**src/rtl/covuniq_sink.sv**
```systemverilog
// Unique (adr,data) coverage sink: counters/bitmap/FSM update one edge after capture; event FIFO drops on full, no input backpressure.
// Define COVUNIQ_SINK_DUP_CNT_EN to build the repeat-transaction counter; otherwise dup_cnt is tied to 0.
module covuniq_sink #(
  parameter int ADR_W      = 2,
  parameter int DATA_W     = 3,
  parameter int FIFO_DEPTH = 4,
  parameter int CNT_W      = 16
) (
  input  logic                    clk,
  input  logic                    rst,
  input  logic                    cmd,
  input  logic [ADR_W-1:0]        adr,
  input  logic [DATA_W-1:0]       data,
  input  logic                    clear,
  output logic                    evt_valid,
  input  logic                    evt_ready,
  output logic [ADR_W-1:0]        evt_adr,
  output logic [DATA_W-1:0]       evt_data,
  output logic [CNT_W-1:0]        total_cnt,
  output logic [ADR_W+DATA_W:0]   uniq_cnt,
  output logic [CNT_W-1:0]        dup_cnt,
  output logic                    all_seen,
  output logic                    overflow
);

  localparam int KEY_W = ADR_W + DATA_W;
  localparam int UNQ_W = KEY_W + 1;
  localparam int NPAIR = 1 << KEY_W;
  localparam int PTR_W = $clog2(FIFO_DEPTH);
  localparam logic [UNQ_W-1:0] NPAIR_C = UNQ_W'(NPAIR);
  localparam logic [PTR_W:0]   DEPTH_C = (PTR_W+1)'(FIFO_DEPTH);

  localparam logic [1:0] S_EMPTY    = 2'd0;
  localparam logic [1:0] S_COLLECT  = 2'd1;
  localparam logic [1:0] S_COMPLETE = 2'd2;

  logic             r_s1_vld;
  logic [KEY_W-1:0] r_s1_key;
  logic [NPAIR-1:0] r_bitmap;
  logic [CNT_W-1:0] r_total;
  logic [UNQ_W-1:0] r_uniq;
  logic [1:0]       r_state;
  logic             r_ovf;
  logic [KEY_W-1:0] r_mem [FIFO_DEPTH];
  logic [PTR_W-1:0] r_wptr;
  logic [PTR_W-1:0] r_rptr;
  logic [PTR_W:0]   r_cnt;

  logic             w_hit;
  logic             w_new;
  logic             w_pop;
  logic             w_full;
  logic             w_push;
  logic             w_drop;
  logic [UNQ_W-1:0] w_uniq_nxt;

  assign w_hit      = r_bitmap[r_s1_key];
  assign w_new      = r_s1_vld && !w_hit;
  assign w_pop      = (r_cnt != '0) && evt_ready;
  assign w_full     = (r_cnt == DEPTH_C);
  // A full FIFO still accepts the push when the head leaves in the same cycle.
  assign w_push     = w_new && (!w_full || w_pop);
  assign w_drop     = w_new && w_full && !w_pop;
  assign w_uniq_nxt = r_uniq + 1'b1;

  always_ff @(posedge clk or posedge rst) begin
    if (rst) begin
      r_s1_vld <= 1'b0;
      r_s1_key <= '0;
      r_bitmap <= '0;
      r_total  <= '0;
      r_uniq   <= '0;
      r_state  <= S_EMPTY;
      r_ovf    <= 1'b0;
    end else if (clear) begin
      r_s1_vld <= 1'b0;
      r_s1_key <= '0;
      r_bitmap <= '0;
      r_total  <= '0;
      r_uniq   <= '0;
      r_state  <= S_EMPTY;
      r_ovf    <= 1'b0;
    end else begin
      r_s1_vld <= cmd;
      r_s1_key <= {adr, data};
      if (r_s1_vld && (r_total != '1)) r_total <= r_total + 1'b1;
      if (w_new) begin
        r_bitmap[r_s1_key] <= 1'b1;
        r_uniq             <= w_uniq_nxt;
      end
      if (w_drop) r_ovf <= 1'b1;
      case (r_state)
        S_EMPTY:   if (w_new) r_state <= (w_uniq_nxt == NPAIR_C) ? S_COMPLETE : S_COLLECT;
        S_COLLECT: if (w_new && (w_uniq_nxt == NPAIR_C)) r_state <= S_COMPLETE;
        default:   r_state <= r_state;
      endcase
    end
  end

  always_ff @(posedge clk or posedge rst) begin
    if (rst) begin
      r_wptr <= '0;
      r_rptr <= '0;
      r_cnt  <= '0;
      for (int i = 0; i < FIFO_DEPTH; i++) r_mem[i] <= '0;
    end else if (clear) begin
      r_wptr <= '0;
      r_rptr <= '0;
      r_cnt  <= '0;
    end else begin
      if (w_push) begin
        r_mem[r_wptr] <= r_s1_key;
        r_wptr        <= r_wptr + 1'b1;
      end
      if (w_pop) r_rptr <= r_rptr + 1'b1;
      case ({w_push, w_pop})
        2'b10:   r_cnt <= r_cnt + 1'b1;
        2'b01:   r_cnt <= r_cnt - 1'b1;
        default: r_cnt <= r_cnt;
      endcase
    end
  end

`ifdef COVUNIQ_SINK_DUP_CNT_EN
  logic [CNT_W-1:0] r_dup;
  always_ff @(posedge clk or posedge rst) begin
    if (rst) begin
      r_dup <= '0;
    end else if (clear) begin
      r_dup <= '0;
    end else if (r_s1_vld && w_hit && (r_dup != '1)) begin
      r_dup <= r_dup + 1'b1;
    end
  end
  assign dup_cnt = r_dup;
`else
  assign dup_cnt = '0;
`endif

  assign evt_valid = (r_cnt != '0);
  assign evt_adr   = r_mem[r_rptr][KEY_W-1:DATA_W];
  assign evt_data  = r_mem[r_rptr][DATA_W-1:0];
  assign total_cnt = r_total;
  assign uniq_cnt  = r_uniq;
  assign all_seen  = (r_state == S_COMPLETE);
  assign overflow  = r_ovf;

endmodule

```
**config.mk**
```make
export PLATFORM = sky130hd
export DESIGN_NAME = covuniq_sink
export DESIGN_NICKNAME = d
export VERILOG_FILES = /design/src/rtl/covuniq_sink.sv
export SDC_FILE = /design/constraint.sdc
export NUM_CORES = 1
export LEC_CHECK = 0
export CORE_MARGIN = 2
export CORE_UTILIZATION = 60
export CTS_BUF_LIST = sky130_fd_sc_hd__clkbuf_2 sky130_fd_sc_hd__clkbuf_4 sky130_fd_sc_hd__clkbuf_8
export DETAILED_ROUTE_END_ITERATION = 16
export PLACE_DENSITY = 0.93
export RECOVER_POWER = 25
export REMOVE_ABC_BUFFERS = 1
export SYNTH_ARGS = -nofsm -noshare
export SYNTH_HDL_FRONTEND = slang
export SYNTH_SLANG_ARGS = --single-unit
```
**constraint.sdc**
```tcl
create_clock -name clk -period 4.8 [get_ports clk]
set_clock_uncertainty 0.2 [all_clocks]
set_input_delay 0.72 -clock clk [delete_from_list [all_inputs] [get_ports clk]]
set_output_delay 0.72 -clock clk [all_outputs]
set_load 0.02 [all_outputs]
```
==> metrics.txt <==
# TYPE chip_impl_metric gauge
chip_impl_metric{name="synthesized_area_per_cell",unit="um^2"} 10.3
chip_impl_metric{name="route.detailed.wl_per_inst",unit="um"} 16.5
chip_impl_metric{name="layout.filler_cells",unit=""} 550
chip_impl_metric{name="cap_violations",unit=""} 2
chip_impl_metric{name="layout_worst_path_cycle_share",unit="%"} 80.4
chip_impl_metric{name="leakage",unit="uW"} 0.00220
chip_impl_info{name="worstHoldEndpoint",value="r_mem[18]"} 1
chip_impl_info{name="min_from",value="r_mem[18]"} 1
chip_impl_metric{name="cp_max_fo",unit=""} 21
chip_impl_metric{name="reg2reg_setup_slack",unit="ns"} 0.94
chip_impl_metric{name="vertical_die_dimension",unit="um"} 92.2
chip_impl_metric{name="power.share.sequential",unit="%"} 53.3
chip_impl_metric{name="netlist_area",unit="mm^2"} 0.00467
chip_impl_metric{name="final_total_pwr",unit="uW"} 1570
chip_impl_metric{name="layout-area-overhead-vs-synth",unit="%"} 11.3
chip_impl_metric{name="drt_iter0_markers",unit=""} 320
chip_impl_metric{name="routabilityCongestion",unit=""} 0.833
chip_impl_metric{name="sw_share",unit="%"} 29.1
chip_impl_metric{name="maxSlewViolCount",unit=""} 127
chip_impl_metric{name="worst_ep_required_time",unit="ns"} 4.86
chip_impl_metric{name="postCtsHoldBufs",unit=""} 0
chip_impl_metric{name="grtUsageTotal",unit="%"} 24.8
chip_impl_metric{name="synth.yosys.seq_area_share",unit="%"} 48.3
chip_impl_metric{name="grt_pass1_wl",unit="mm"} 16.6
chip_impl_metric{name="timing.max_slew.rel_slack",unit="%"} -88.3
chip_impl_metric{name="pin_count_of_the_biggest_net_entering_global_routing",unit=""} 69
chip_impl_info{name="layout.cells.most_common",value="dfrtp_1"} 1
chip_impl_metric{name="p_sw",unit="uW"} 458
chip_impl_metric{name="gr-total-overflow",unit=""} 0
chip_impl_metric{name="multi_input_comb_area",unit="mm^2"} 0.00219
chip_impl_metric{name="clk_path_buf_depth",unit=""} 2
chip_impl_metric{name="vdd_drop_max",unit="mV"} 0.178
chip_impl_metric{name="timing.hold.ws",unit="ns"} 0.290
chip_impl_metric{name="grt_antenna_before_repair",unit=""} 1
chip_impl_info{name="critPathLaunchType",value="flip-flop"} 1
chip_impl_metric{name="dr.pass1.iters",unit=""} 4
chip_impl_metric{name="cts_sinks",unit=""} 90
chip_impl_metric{name="finalSetupTns",unit="ns"} 0
chip_impl_metric{name="detailed_place.area",unit="mm^2"} 0.00503
chip_impl_info{name="tritoncts",value="yes"} 1
chip_impl_info{name="violations",value="max-capacitance violations, max-slew violations"} 1
chip_impl_metric{name="setup_viol",unit=""} 0
chip_impl_metric{name="period_minus_slack",unit="ns"} 3.86
chip_impl_metric{name="initial_core_util",unit="%"} 61.0
chip_impl_info{name="worstSetupPathType",value="flip-flop to flip-flop"} 1
chip_impl_metric{name="power.share.combinational",unit="%"} 17.3
chip_impl_metric{name="final_net_count",unit=""} 497
chip_impl_metric{name="drt_wl_total",unit="mm"} 9.67
chip_impl_metric{name="whs_path_depth",unit=""} 1
chip_impl_metric{name="io_pins",unit=""} 56
chip_impl_metric{name="post_synth_inst_count",unit=""} 454
chip_impl_metric{name="via_count",unit=""} 3472
chip_impl_metric{name="clk_transition_reported_paths",unit="ns"} 0.09
chip_impl_metric{name="h-tree-depth",unit=""} 3
chip_impl_info{name="clk_root_buffer_cell",value="clkbuf_8"} 1
chip_impl_metric{name="seq_area",unit="mm^2"} 0.00225
chip_impl_metric{name="postCtsResizedCells",unit=""} 0
chip_impl_metric{name="report.final.hold_viol_count",unit=""} 0
chip_impl_info{name="worstReg2RegEnd",value="r_cnt[1]"} 1
chip_impl_info{name="outcome",value="complete, but fails checks"} 1
chip_impl_metric{name="drive_above_1_share",unit="%"} 11.4
chip_impl_metric{name="placement.io_buffers",unit=""} 39
chip_impl_metric{name="clkLatencyLatePin",unit="ns"} 0.37
chip_impl_metric{name="postCtsSetupRepairBufs",unit=""} 0
chip_impl_metric{name="worst-slew-pin-transition",unit="ns"} 2.81
chip_impl_metric{name="share_clk_of_total_power",unit="%"} 29.4
chip_impl_info{name="setup.worst_path.end_class",value="flip-flop"} 1
chip_impl_metric{name="fin_util",unit="%"} 67.9
chip_impl_metric{name="drc",unit=""} 0
chip_impl_metric{name="synth-edff-count",unit=""} 0
chip_impl_metric{name="dp_hpwl",unit="mm"} 6.61
chip_impl_metric{name="cts_buffers",unit=""} 9
chip_impl_metric{name="fp.dieArea",unit="mm^2"} 0.00850
chip_impl_metric{name="async_flop_share",unit="%"} 100
chip_impl_info{name="worstReg2RegStart",value="r_s1_key[0]"} 1
chip_impl_metric{name="worstPathArrival",unit="ns"} 3.92
chip_impl_metric{name="power-per-cell-area",unit="mW/mm^2"} 303
chip_impl_metric{name="final_design_area_no_fill",unit="mm^2"} 0.00519
chip_impl_metric{name="coreArea",unit="mm^2"} 0.00765
chip_impl_metric{name="yosys.cell_types.count",unit=""} 49
chip_impl_info{name="synth_flop_cell",value="dfrtp_1"} 1
chip_impl_metric{name="synthesis.yosys.warnings",unit=""} 0
chip_impl_info{name="rsz0062_at_grt",value="false"} 1
chip_impl_metric{name="routed_via_density",unit=""} 5.91
chip_impl_metric{name="die_width",unit="um"} 92.2
chip_impl_metric{name="remaining_antenna_violation_count",unit=""} 0
chip_impl_metric{name="vias_in_the_first_global_route",unit=""} 3494
chip_impl_metric{name="max_freq",unit="GHz"} 0.259
chip_impl_info{name="most-common-layout-cells",value="90 x dfrtp_1, 77 x nor2_1, 37 x clkdlybuf4s50_1"} 1
chip_impl_info{name="min-delay-path-class",value="flip-flop to flip-flop"} 1
chip_impl_metric{name="ys_seq_elements",unit=""} 90
chip_impl_metric{name="worst-r2r-cell-count",unit=""} 7
chip_impl_metric{name="rows",unit=""} 32
chip_impl_metric{name="p_int",unit="uW"} 1120
worst max-delay path, cell delays in order, from the launching register on:
cell and delay (ns):
dfrtp_1 0.79, mux4_2 0.63, a2111oi_4 0.46, o211ai_1 0.43
nand2_1 0.20, fa_1 0.44, or4_1 0.51, o311ai_1 0.09
metrics by stage:
step | worst slack (ns) | std cells
floorplan | 1.30 | 425
CTS | 0.981 | 586
global placement | 1.16 | 570
detailed placement | 0.980 | 570
finish | 0.941 | 587
global route | 0.712 | 586
cell families (layout without fill, tap and decap cells):
| logic type | after synthesis | count (layout) | share of synthesized area, % |
|---|---|---|---|
| XOR/XNOR | 13 | 13 | 2.44 |
| multiplexers | 44 | 44 | 11.9 |
| AND/OR/NAND/NOR | 169 | 169 | 18.7 |
| other | 1 | 17 | 0.0804 |
| AO/OA/AOI/OAI | 74 | 74 | 10.2 |
| flip-flops | 90 | 90 | 48.3 |
| buffers and inverters | 55 | 70 | 6.06 |
| adder cells (fa/ha/maj) | 8 | 8 | 2.31 |
final cells by class:
class                           instances  area share, %
Sequential cell                        90           43.4
Multi-Input combinational cell        324           42.1
Timing Repair Buffer                   43           7.90
Clock buffer                           11           2.67
Tap cell                              102           2.46
Inverter                               11          0.819
Clock inverter                          5          0.602
Antenna cell                            1         0.0482
flip-flops by register name, summed over array words and instances (netlist names), 2 cells and up:
name / count
r_s1_key: 5
uniq_cnt: 6
r_mem: 20
r_bitmap: 32
r_state: 2
r_wptr: 2
r_cnt: 3
total_cnt: 16
r_rptr: 2
synthesized netlist by cell type, drive strengths merged, types with 2 or more instances:
| cell type | n | share of area (%) |
|---|---|---|
| nand2 | 18 | 1.4 |
| clkbuf | 16 | 1.3 |
| and3 | 3 | 0.40 |
| xor2 | 4 | 0.75 |
| o211ai | 2 | 0.32 |
| and2 | 4 | 0.54 |
| ha | 7 | 1.9 |
| mux2i | 14 | 3.0 |
| nor3 | 12 | 1.3 |
| nand2b | 4 | 0.54 |
| or4 | 4 | 0.64 |
| nor2 | 77 | 6.2 |
| xnor2 | 9 | 1.7 |
| o22ai | 4 | 0.54 |
| nor3b | 6 | 1.9 |
| and4 | 2 | 0.38 |
| o2111ai | 3 | 0.94 |
| nand3b | 4 | 0.64 |
| mux2 | 23 | 5.5 |
| nor4 | 6 | 0.80 |
| buf | 28 | 3.9 |
| nor2b | 9 | 1.2 |
| dfrtp | 90 | 48 |
| a31oi | 9 | 1.2 |
| mux4 | 7 | 3.4 |
| o21ai | 9 | 0.97 |
| inv | 11 | 0.88 |
| a21oi | 36 | 3.9 |
| or3 | 10 | 1.3 |
| o31ai | 3 | 0.48 |
| nand4 | 2 | 0.27 |
| o311ai | 3 | 0.56 |
| nand3 | 5 | 0.54 |
power by group through the flow:
stage               registers [uW]  logic [uW]  clock network (uW)
finish                         839         273                 463
global route                   845         293                 503
CTS                            838         274                 471
detailed placement             853         273                   0
global placement               848         260                   0
floorplan                      843         177                   0
how the worst max path moves through the flow:
stage               endpoint   startpoint
floorplan           r_cnt[1]  r_s1_key[1]
global placement    r_cnt[1]  r_s1_key[0]
detailed placement  r_cnt[1]  r_s1_key[0]
CTS                 r_cnt[1]  r_s1_key[0]
global route        r_cnt[2]  r_s1_key[1]
finish              r_cnt[1]  r_s1_key[0]
layer usage:
metal / vias up / GRT usage [%] / part of all wire, %
li1: 1604 / - / -
met2: 132 / 40.0 / 49
met3: 21 / 5.51 / 5.6
met1: 1715 / 32.3 / 43
met4: 0 / 11.2 / 2.3
met5: - / 0 / 0
Note: power is estimated with default switching activity, not from simulation.
